[src/rtl/tt_pkg.sv]
// ---------------------------------------------------------------------------
// tt_pkg
// Shared definitions for the ball dispenser:
//   state_t       - dispenser FSM state encoding
//   CAUSE_*       - o_halt_cause codes (none / intercepted / empty / timeout)
//   cnt_width()   - width of a ball counter able to hold max(a, b)
// ---------------------------------------------------------------------------
package tt_pkg;

    typedef enum logic [1:0] {
        ST_IDLE      = 2'd0,
        ST_RELEASE   = 2'd1,
        ST_IN_FLIGHT = 2'd2,
        ST_HALT      = 2'd3
    } state_t;

    localparam logic [1:0] CAUSE_NONE      = 2'd0;
    localparam logic [1:0] CAUSE_INTERCEPT = 2'd1;
    localparam logic [1:0] CAUSE_EMPTY     = 2'd2;
    localparam logic [1:0] CAUSE_TIMEOUT   = 2'd3;

    function automatic int cnt_width(input int a, input int b);
        return $clog2(((a > b) ? a : b) + 1);
    endfunction

endpackage

[src/rtl/ball_dispenser_if.sv]
// ---------------------------------------------------------------------------
// ball_dispenser_if
// Board-side signal bundle of the ball dispenser.
//   i_start_left/right  - start buttons (asynchronous levels)
//   i_trig_left/right   - bottom levers (asynchronous levels)
//   i_intercepted       - OR of all interceptor occupied flags
//   o_ball_blue/red     - ball pulses into the top ramps
//   o_blue_cnt/red_cnt  - balls remaining per colour (CW bits)
//   o_in_flight, o_halt, o_halt_cause - game status
// Modports: slave = dispenser side, master = board / test side.
// ---------------------------------------------------------------------------
interface ball_dispenser_if #(
    parameter int CW = 4
);
    logic          i_start_left;
    logic          i_start_right;
    logic          i_trig_left;
    logic          i_trig_right;
    logic          i_intercepted;
    logic          o_ball_blue;
    logic          o_ball_red;
    logic [CW-1:0] o_blue_cnt;
    logic [CW-1:0] o_red_cnt;
    logic          o_in_flight;
    logic          o_halt;
    logic [1:0]    o_halt_cause;

    modport slave (
        input  i_start_left, i_start_right, i_trig_left, i_trig_right, i_intercepted,
        output o_ball_blue, o_ball_red, o_blue_cnt, o_red_cnt,
               o_in_flight, o_halt, o_halt_cause
    );

    modport master (
        output i_start_left, i_start_right, i_trig_left, i_trig_right, i_intercepted,
        input  o_ball_blue, o_ball_red, o_blue_cnt, o_red_cnt,
               o_in_flight, o_halt, o_halt_cause
    );
endinterface

[src/rtl/tt_edge_sync.sv]
// ---------------------------------------------------------------------------
// tt_edge_sync
// Two-flop synchroniser followed by a rising-edge detector.
//   clk     - sole clock
//   rst_n   - asynchronous active-low reset (clears all flops)
//   i_async - asynchronous level input
//   o_rise  - one-cycle pulse on a synchronised 0->1 transition
// Clearing r_prev in reset means a level held high through reset is seen
// as a fresh rising edge once reset is released.
// ---------------------------------------------------------------------------
module tt_edge_sync (
    input  logic clk,
    input  logic rst_n,
    input  logic i_async,
    output logic o_rise
);
    logic r_meta;
    logic r_sync;
    logic r_prev;

    always_ff @(posedge clk or negedge rst_n) begin
        if (!rst_n) begin
            r_meta <= 1'b0;
            r_sync <= 1'b0;
            r_prev <= 1'b0;
        end else begin
            r_meta <= i_async;
            r_sync <= r_meta;
            r_prev <= r_sync;
        end
    end

    assign o_rise = r_sync & ~r_prev;
endmodule

[src/rtl/ball_dispenser.sv]
// ---------------------------------------------------------------------------
// ball_dispenser
// Releases blue/red balls onto the board on start/lever requests, tracks
// remaining balls and stops the game on interception, empty colour or a
// ball that never reaches a lever.
//   clk   - sole clock
//   rst_n - asynchronous active-low reset
//   bus   - ball_dispenser_if.slave (all board-side inputs and outputs)
// Parameters: N_BLUE/N_RED initial counts, PULSE_LEN release pulse width,
// TIMEOUT maximum cycles a ball may stay in flight.
// ---------------------------------------------------------------------------
module ball_dispenser
    import tt_pkg::*;
#(
    parameter int N_BLUE    = 8,
    parameter int N_RED     = 8,
    parameter int PULSE_LEN = 4,
    parameter int TIMEOUT   = 1024
) (
    input  logic              clk,
    input  logic              rst_n,
    ball_dispenser_if.slave   bus
);
    localparam int CW = cnt_width(N_BLUE, N_RED);
    localparam int PW = $clog2(PULSE_LEN + 1);
    localparam int WW = $clog2(TIMEOUT + 1);
    localparam logic [PW-1:0] PULSE_LAST = PW'(PULSE_LEN - 1);
    localparam logic [WW-1:0] WD_LAST    = WW'(TIMEOUT - 1);

    // Input order: 0 start_left, 1 trig_left, 2 start_right, 3 trig_right
    logic [3:0] w_async;
    logic [3:0] w_rise;

    assign w_async = {bus.i_trig_right, bus.i_start_right, bus.i_trig_left, bus.i_start_left};

    generate
        for (genvar gi = 0; gi < 4; gi++) begin : g_sync
            tt_edge_sync u_sync (
                .clk     (clk),
                .rst_n   (rst_n),
                .i_async (w_async[gi]),
                .o_rise  (w_rise[gi])
            );
        end
    endgenerate

    state_t          r_state;
    logic [CW-1:0]   r_blue_cnt;
    logic [CW-1:0]   r_red_cnt;
    logic [PW-1:0]   r_pulse_cnt;
    logic [WW-1:0]   r_wd_cnt;
    logic            r_ball_blue;
    logic            r_ball_red;
    logic            r_in_flight;
    logic            r_halt;
    logic [1:0]      r_halt_cause;

    logic            w_req_left;
    logic            w_req_right;
    logic            w_accept;
    logic            w_flight;
    logic            w_take_blue;
    logic            w_take_red;
    logic            w_halt_req;
    logic [1:0]      w_cause;

    assign w_req_left  = w_rise[0] | w_rise[1];
    assign w_req_right = w_rise[2] | w_rise[3];
    assign w_flight    = (r_state == ST_IN_FLIGHT);
    assign w_accept    = (r_state == ST_IDLE) || w_flight;

    // Decision priority: interception, then left request (a simultaneous
    // right request is dropped), then right request, then watchdog expiry.
    always_comb begin
        w_take_blue = 1'b0;
        w_take_red  = 1'b0;
        w_halt_req  = 1'b0;
        w_cause     = CAUSE_NONE;
        if (w_flight && bus.i_intercepted) begin
            w_halt_req = 1'b1;
            w_cause    = CAUSE_INTERCEPT;
        end else if (w_accept && w_req_left) begin
            if (r_blue_cnt != '0) begin
                w_take_blue = 1'b1;
            end else begin
                w_halt_req = 1'b1;
                w_cause    = CAUSE_EMPTY;
            end
        end else if (w_accept && w_req_right) begin
            if (r_red_cnt != '0) begin
                w_take_red = 1'b1;
            end else begin
                w_halt_req = 1'b1;
                w_cause    = CAUSE_EMPTY;
            end
        end else if (w_flight && (r_wd_cnt == WD_LAST)) begin
            w_halt_req = 1'b1;
            w_cause    = CAUSE_TIMEOUT;
        end
    end

    always_ff @(posedge clk or negedge rst_n) begin
        if (!rst_n) begin
            r_state      <= ST_IDLE;
            r_blue_cnt   <= CW'(N_BLUE);
            r_red_cnt    <= CW'(N_RED);
            r_pulse_cnt  <= '0;
            r_wd_cnt     <= '0;
            r_ball_blue  <= 1'b0;
            r_ball_red   <= 1'b0;
            r_in_flight  <= 1'b0;
            r_halt       <= 1'b0;
            r_halt_cause <= CAUSE_NONE;
        end else begin
            case (r_state)
                ST_IDLE, ST_IN_FLIGHT: begin
                    if (w_halt_req) begin
                        r_state      <= ST_HALT;
                        r_halt       <= 1'b1;
                        r_halt_cause <= w_cause;
                        r_in_flight  <= 1'b0;
                    end else if (w_take_blue) begin
                        r_state     <= ST_RELEASE;
                        r_blue_cnt  <= r_blue_cnt - CW'(1);
                        r_ball_blue <= 1'b1;
                        r_in_flight <= 1'b1;
                        r_pulse_cnt <= '0;
                    end else if (w_take_red) begin
                        r_state     <= ST_RELEASE;
                        r_red_cnt   <= r_red_cnt - CW'(1);
                        r_ball_red  <= 1'b1;
                        r_in_flight <= 1'b1;
                        r_pulse_cnt <= '0;
                    end else if (w_flight) begin
                        r_wd_cnt <= r_wd_cnt + WW'(1);
                    end
                end
                ST_RELEASE: begin
                    if (r_pulse_cnt == PULSE_LAST) begin
                        r_state     <= ST_IN_FLIGHT;
                        r_ball_blue <= 1'b0;
                        r_ball_red  <= 1'b0;
                        r_wd_cnt    <= '0;
                    end else begin
                        r_pulse_cnt <= r_pulse_cnt + PW'(1);
                    end
                end
                ST_HALT: begin
                    r_ball_blue <= 1'b0;
                    r_ball_red  <= 1'b0;
                end
                default: r_state <= ST_IDLE;
            endcase
        end
    end

    assign bus.o_ball_blue  = r_ball_blue;
    assign bus.o_ball_red   = r_ball_red;
    assign bus.o_blue_cnt   = r_blue_cnt;
    assign bus.o_red_cnt    = r_red_cnt;
    assign bus.o_in_flight  = r_in_flight;
    assign bus.o_halt       = r_halt;
    assign bus.o_halt_cause = r_halt_cause;
endmodule

[src/flat_wrapper.sv]
// flat-port wrapper written by rule: the top's interface ports become plain ports
module ball_dispenser_flat import tt_pkg::*;
#(
    parameter int N_BLUE    = 8,
    parameter int N_RED     = 8,
    parameter int PULSE_LEN = 4,
    parameter int TIMEOUT   = 1024
)
  (clk, rst_n, bus_i_start_left, bus_i_start_right, bus_i_trig_left, bus_i_trig_right, bus_i_intercepted, bus_o_ball_blue, bus_o_ball_red, bus_o_blue_cnt, bus_o_red_cnt, bus_o_in_flight, bus_o_halt, bus_o_halt_cause);
  ball_dispenser_if #(.CW(($clog2(((N_BLUE > N_RED) ? N_BLUE : N_RED) + 1)))) bus_i ();
  input  logic clk;
  input  logic rst_n;
  input wire logic [$bits(bus_i.i_start_left)-1:0] bus_i_start_left;
  input wire logic [$bits(bus_i.i_start_right)-1:0] bus_i_start_right;
  input wire logic [$bits(bus_i.i_trig_left)-1:0] bus_i_trig_left;
  input wire logic [$bits(bus_i.i_trig_right)-1:0] bus_i_trig_right;
  input wire logic [$bits(bus_i.i_intercepted)-1:0] bus_i_intercepted;
  output wire logic [$bits(bus_i.o_ball_blue)-1:0] bus_o_ball_blue;
  output wire logic [$bits(bus_i.o_ball_red)-1:0] bus_o_ball_red;
  output wire logic [$bits(bus_i.o_blue_cnt)-1:0] bus_o_blue_cnt;
  output wire logic [$bits(bus_i.o_red_cnt)-1:0] bus_o_red_cnt;
  output wire logic [$bits(bus_i.o_in_flight)-1:0] bus_o_in_flight;
  output wire logic [$bits(bus_i.o_halt)-1:0] bus_o_halt;
  output wire logic [$bits(bus_i.o_halt_cause)-1:0] bus_o_halt_cause;
  assign bus_i.i_start_left = bus_i_start_left;
  assign bus_i.i_start_right = bus_i_start_right;
  assign bus_i.i_trig_left = bus_i_trig_left;
  assign bus_i.i_trig_right = bus_i_trig_right;
  assign bus_i.i_intercepted = bus_i_intercepted;
  assign bus_o_ball_blue = bus_i.o_ball_blue;
  assign bus_o_ball_red = bus_i.o_ball_red;
  assign bus_o_blue_cnt = bus_i.o_blue_cnt;
  assign bus_o_red_cnt = bus_i.o_red_cnt;
  assign bus_o_in_flight = bus_i.o_in_flight;
  assign bus_o_halt = bus_i.o_halt;
  assign bus_o_halt_cause = bus_i.o_halt_cause;
  ball_dispenser #(.N_BLUE(N_BLUE), .N_RED(N_RED), .PULSE_LEN(PULSE_LEN), .TIMEOUT(TIMEOUT)) u_core (.clk(clk), .rst_n(rst_n), .bus(bus_i));
endmodule
[config.mk]
export PLATFORM = sky130hd
export DESIGN_NAME = ball_dispenser_flat
export DESIGN_NICKNAME = d
export VERILOG_FILES = /design/src/rtl/tt_pkg.sv /design/src/rtl/ball_dispenser_if.sv /design/src/rtl/tt_edge_sync.sv /design/src/rtl/ball_dispenser.sv /design/src/flat_wrapper.sv
export SDC_FILE = /design/constraint.sdc
export NUM_CORES = 1
export LEC_CHECK = 0
export ABC_AREA = 1
export ABC_CLOCK_PERIOD_IN_PS = 4300
export CORE_ASPECT_RATIO = 2
export CORE_MARGIN = 4
export CORE_UTILIZATION = 35
export CTS_CLUSTER_SIZE = 20
export DETAILED_ROUTE_END_ITERATION = 7
export PLACE_DENSITY = 0.5
export SYNTH_ARGS = -nofsm -noshare
export SYNTH_HDL_FRONTEND = slang
export SYNTH_SLANG_ARGS = --single-unit
[constraint.sdc]
create_clock -name clk -period 4.3 [get_ports clk]
set_input_delay 0.645 -clock clk [delete_from_list [all_inputs] [get_ports clk]]
set_output_delay 0.645 -clock clk [all_outputs]
set_load 0.03 [all_outputs]
After elaboration in Yosys (flattened, before gate mapping)
Index checks and enable logic that the tools add are counted.
{"block": "totals", "ff_bits": 42, "in_bits": 7, "output_inout_bits": 14, "wordCells": 118}
{"block": "classes", "n_eq_ne": 15, "n_addsub": 4, "n_mux": 45, "reduce_logical": 20, "bitwise": 12}
{"op": "11-bit 2-to-1 mux", "n": 5}
{"op": "11-bit case mux with 2 select lines", "n": 1}
{"op": "1-bit 2-to-1 mux", "n": 21}
{"op": "2-bit 2-to-1 mux", "n": 10}
{"op": "3-bit 2-to-1 mux", "n": 4}
{"op": "4-bit AND reduction", "n": 3}
{"op": "11-bit by 1-bit adder with 11-bit output, second input constant", "n": 1}
{"op": "11-bit by 10-bit equality test with 1-bit output, second input constant", "n": 1}
{"op": "3-bit AND reduction", "n": 3}
{"op": "2-bit by 1-bit != test with 1-bit output, second input constant", "n": 4}
{"op": "2-bit != test, second input constant", "n": 4}
{"op": "4-bit nonzero test", "n": 2}
{"op": "4-bit by 1-bit subtractor with 4-bit output, second input constant", "n": 2}
{"op": "1-bit NOT", "n": 6}
{"op": "1-bit case mux with 3 select lines", "n": 2}
{"op": "3-bit case mux with 2 select lines", "n": 1}
{"op": "6-bit AND reduction", "n": 1}
{"op": "1-bit AND", "n": 4}
{"op": "2-bit equality test, second input constant", "n": 2}
{"op": "1-bit logical AND", "n": 4}
{"op": "4-bit by 1-bit != test with 1-bit output, second input constant", "n": 1}
{"op": "2-bit case mux with 2 select lines", "n": 1}
{"op": "2-bit AND reduction", "n": 2}
{"op": "3-bit by 1-bit adder with 3-bit output, second input constant", "n": 1}
{"op": "other kinds (9)", "n": 10}

Depth between registers and ports, before layout
{"block": "depth", "ltp_word": 11, "mapped_depth": 13, "depth_no_buf": 13}

By module
From an unflattened synthesis, not the netlist that was laid out.
{"block": "unflattened", "cells_unflattened": 234, "hier_area_um2": 2114.5}
{"module": "ball_dispenser", "cells_per_inst": 214, "n_inst": 1, "area_each_um2": 1774.2, "seq_area_each_um2": 753.2}
{"module": "tt_edge_sync", "cells_per_inst": 5, "n_inst": 4, "area_each_um2": 85.1, "seq_area_each_um2": 75.1}

Least setup slack after synthesis
No wires, ideal clock.
{"block": "synth_timing", "path_kind": "flip-flop to flip-flop", "start": "register u_core.r_red_cnt[0] (netlist: u_core.bus.o_red_cnt[0])", "end": "register u_core.r_wd_cnt[0]", "setup_slack_ps": 2528, "arrival_ps": 1706, "synth_period_minus_slack_ps": 1772, "required_ps": 4234, "stages_incl_launch_ff": 13, "path_buffers": 1, "setup_time_ps": 66, "path_cell_list": "dfrtp_1 > inv_1 > ha_1 > nand2_1 > nor2_1 > nand3_1 > nand2_1 > clkinv_1 > nand2_1 > a21oi_1 > buf_4 > nand4_1 > nand2_1"}
{"block": "synth_between", "elab_chain_cells": 7, "elab_cells_between_ends": 12, "cone_classes": "eq/ne (2); mux (8); reduce/logical (2)"}
{"item": "from (decl)", "line": "ball_dispenser.sv:49", "text": "logic [CW-1:0] r_red_cnt;"}
{"item": "from (signal assigned)", "line": "ball_dispenser.sv:106", "text": "r_red_cnt <= CW'(N_RED);"}
{"item": "from (signal assigned)", "line": "ball_dispenser.sv:130", "text": "r_red_cnt <= r_red_cnt - CW'(1);"}
{"item": "4-bit nonzero test *", "line": "ball_dispenser.sv:90", "text": "if (r_red_cnt != '0) begin"}
{"item": "1-bit 2-to-1 mux", "line": "ball_dispenser.sv:90"}
{"item": "1-bit 2-to-1 mux", "line": "ball_dispenser.sv:89", "text": "end else if (w_accept && w_req_right) begin"}
{"item": "1-bit 2-to-1 mux", "line": "ball_dispenser.sv:82", "text": "end else if (w_accept && w_req_left) begin"}
{"item": "1-bit 2-to-1 mux", "line": "ball_dispenser.sv:79", "text": "if (w_flight && bus.i_intercepted) begin"}
{"item": "2-bit != test (no line)"}
{"item": "6-bit AND reduction (no line) *"}
{"item": "to (signal assigned)", "line": "ball_dispenser.sv:135", "text": "r_wd_cnt <= r_wd_cnt + WW'(1);"}
{"item": "to (decl)", "line": "ball_dispenser.sv:51", "text": "logic [WW-1:0] r_wd_cnt;"}
Every way passes the cells marked *; elsewhere a longest branch is shown, timed or not.
A chain may end at the register's enable or synchronous reset.

Worst setup path after layout
{"block": "layout_timing", "start": "register u_core.r_state[1]", "end": "register u_core.r_wd_cnt[3]"}
{"block": "layout_between", "elab_chain_cells": 8, "elab_cells_between_ends": 26, "cone_classes": "eq/ne (7); mux (10); reduce/logical (9)"}
{"item": "from (decl)", "line": "ball_dispenser.sv:47", "text": "state_t r_state;"}
{"item": "from (signal assigned)", "line": "ball_dispenser.sv:104", "text": "r_state <= ST_IDLE;"}
{"item": "from (signal assigned)", "line": "ball_dispenser.sv:118", "text": "r_state <= ST_HALT;"}
{"item": "from (signal assigned)", "line": "ball_dispenser.sv:123", "text": "r_state <= ST_RELEASE;"}
{"item": "2-bit equality test or 2-bit logical NOT (tied branches)", "line": "ball_dispenser.sv:69, ball_dispenser.sv:115, ball_dispenser.sv:70"}
{"item": "1-bit logical AND or 1-bit logical OR (tied branches)", "line": "ball_dispenser.sv:96, ball_dispenser.sv:70"}
{"item": "1-bit 2-to-1 mux or 1-bit logical AND (tied branches)", "line": "ball_dispenser.sv:96, ball_dispenser.sv:89"}
{"item": "1-bit 2-to-1 mux", "line": "ball_dispenser.sv:89"}
{"item": "1-bit 2-to-1 mux", "line": "ball_dispenser.sv:82"}
{"item": "1-bit 2-to-1 mux", "line": "ball_dispenser.sv:79"}
{"item": "2-bit != test (no line)"}
{"item": "6-bit AND reduction (no line)"}
Parallel ways exist; a longest one is shown, timed or not.

==> metrics <==
Hold Crit Class register to register; post-DR vias/cell 4.887; Setup TNS Final 0 ns; Die X approximately 62 µm; CP max FO 12; via count 1603; # hold bufs at CTS 0; Final Critical Period around 2.4 ns; internal power about 1000 µW; Ys Warns 0; Post-Synth Adder-Cell Area 0.03012; DR pass1 iterations 4; relative slew slack 0.3778; largest family of logic cells by synthesized area simple AND/OR/NAND/NOR gates; clock root cell clkbuf_16; placer congestion estimate about 0.82; vias in the first global route 1651; fin area 2465 µm²; Comb pwr share 0.441; Final Cycle Share 0.5558; Placed Cells 320; Layout area overhead 18.67%; max_cap viols 0; Tot GR Track Use 0.1352; Placed Area ~2300 µm²; peak supply drop between 0.2 and 0.25 mV; first-pass GRT wire length between 7000 and 8000 µm; critical path type register to register; Hold WS between 0.3 and 0.4 ns; IO Pins 21; post-synthesis xor/xnor area fraction 0.02952; Worst Skew 0.005449 ns; clk slew on worst S/H paths approximately 0.060 ns; CORE AREA ~5800 µm²; fmax between 0.4 and 0.5 GHz; Post-Syn Nets about 260; WL/cell approximately 13 µm; critical path launch point type register; drt drc 0; Die Area 7305 µm²; CTS Buf Count 5; Final #Nets around 280; leading cell types in the layout, fill and taps excluded 68 x nand2_1, 40 x dfrtp_1, 29 x inv_1; unrepaired setup endpoints after global routing no; Die Y about 120 µm; switch share 0.4274; CTS tree yes; crit path capture type register; cell count after synthesis ~240; Crit path arrival time roughly 2.6 ns; Static Leakage 1.196 nW; Compound-Gate Fraction of Synth Area 0.03735; # diodes 0; row count 39; post-route insts no fill about 330; setup bufs post-CTS 0; DRT Wirelength around 4400 µm; Switch Pwr 728.8 µW; ANT nets after route 0; max-slew violations 0; Clock Latency Late Sink about 0.28 ns; post-synth cell types 30; Clk pwr share 0.221; CTS H-tree lvls 2; Seq/Total Area, Yosys 0.5072; Worst Max-Slew Pin Slew around 0.93 ns; initial antenna violation count 0; IO buf count 20; Initial Util 0.3607; final hold vios 0; post-cts sizing count 0; Final Power roughly 1.7 mW; CTS sink cnt 42; post-DP HPWL between 3000 and 4000 µm; Mapped Area just over 2000 µm²; FF+latch count, synth 42; main flop type after synthesis dfrtp_1; largest net degree at the start of global routing 43; commonest non-fill, non-tap cell in the layout nand2_1; final setup vio count 0; pwr dens just under 700 nW/µm²; status finished clean; asr flop ratio synth 1.000; Iter 0 DRT Violations 69; GRT overflow 0; number of enable flip-flop cells after synthesis 0; sequential power share 0.338; Post-Syn Area per Cell around 8.5 µm²; Synth Area in Simple Gates 0.3211; CP Data Required Time between 4 and 5 ns; mux contribution to synthesized area 0; share of post-route cells with drive strength above 1 0.08614; CTS max path bufs 2
## worst paths after layout
check | start | end | slack (ns) | depth (start not counted)
max | u_core.r_state[1] | u_core.r_wd_cnt[3] | 1.91 | 6
min | u_core.g_sync[0].u_sync.r_meta | u_core.g_sync[0].u_sync.r_sync | 0.35 | 0
max reg2reg | u_core.r_state[1] | u_core.r_wd_cnt[3] | 1.91 | 6
min reg2reg | u_core.g_sync[0].u_sync.r_meta | u_core.g_sync[0].u_sync.r_sync | 0.35 | 0
max in group asynchronous | rst_n | u_core.bus.o_blue_cnt[1] | 3.22 | 1
min in group asynchronous | rst_n | u_core.g_sync[3].u_sync.r_prev | 0.49 | 1
## power by group through the flow
stage / clock network (mW) / logic, mW / registers (mW)
after floorplan: 0 / 0.441 / 0.684
after global placement: 0 / 0.757 / 0.583
after detailed placement: 0 / 0.763 / 0.585
after CTS: 0.390 / 0.764 / 0.579
after global routing: 0.404 / 0.840 / 0.591
final: 0.377 / 0.752 / 0.576
## through the flow
stage / worst slack, ns / utilization
after detailed placement: 1.731 / 0.4018
after floorplan: 2.528 / -
after global placement: 1.758 / 0.4018
after CTS: 1.892 / 0.4281
after global routing: 1.626 / 0.4281
final: 1.910 / 0.4281
## layout make-up
cell class,count,area [µm²]
clock inverter,2,12.51
sequential,42,1054
timing repair buffer,20,195.2
inverter,32,120.1
tap,61,76.32
multi-input combinational,165,868.3
fill,588,3293
clock buffer,6,138.9
## cells in the mapped netlist (2+ instances only)
library cell,number,area (µm²)
xnor2_1,2,17.52
o21ai_0,6,30.03
nand4_1,17,106.4
nor2_1,22,82.58
buf_4,2,15.01
nand3_4,2,35.03
xor2_1,5,43.79
nor3_1,5,25.02
nand3_1,14,70.07
nand4_2,2,25.02
inv_1,29,108.9
nand3b_1,2,15.01
nand2_1,68,255.2
nand2_2,3,18.77
dfrtp_1,40,1001
inv_2,2,7.510
a21oi_1,5,25.02
dfstp_2,2,52.55
ha_1,5,62.56
## logic make-up (layout without fill, tap and decap cells)
logic type	count (synthesis)	count (layout)
AOI/OAI and AO/OA	14	14
xor gates and xnor gates	7	7
and+or+nand+nor	139	139
DFF	42	42
adders and majority gates	5	5
buffers and inverters	37	60
## flip-flops by register name (all words and copies together) (netlist names)
register                     count
u_core.bus.o_blue_cnt            4
u_core.bus.o_red_cnt             4
u_core.bus.o_halt_cause          2
u_core.bus.o_in_flight           1
u_core.bus.o_ball_blue           1
u_core.g_sync.u_sync.r_meta      4
u_core.g_sync.u_sync.r_prev      4
u_core.bus.o_halt                1
u_core.r_wd_cnt                 11
u_core.r_state                   2
u_core.r_pulse_cnt               3
u_core.g_sync.u_sync.r_sync      4
u_core.bus.o_ball_red            1
## metal layers
layer / vias to the layer above / GRT usage / part of all wire
met2: 25 / 0.2682 / 0.58
met1: 746 / 0.1323 / 0.38
met4: 0 / 0.06195 / 0.014
li1: 828 / - / -
met3: 4 / 0.02770 / 0.029
met5: - / 0 / 0
## worst max-delay path: stages (launching register included)
cell     delay (ns)
dfrtp_1        0.46
nor2_1         0.66
inv_1          0.32
nand2_2        0.31
nand4_2        0.33
nand2_1        0.14
nand2_1        0.06
Note: power is estimated with default switching activity, not from simulation.
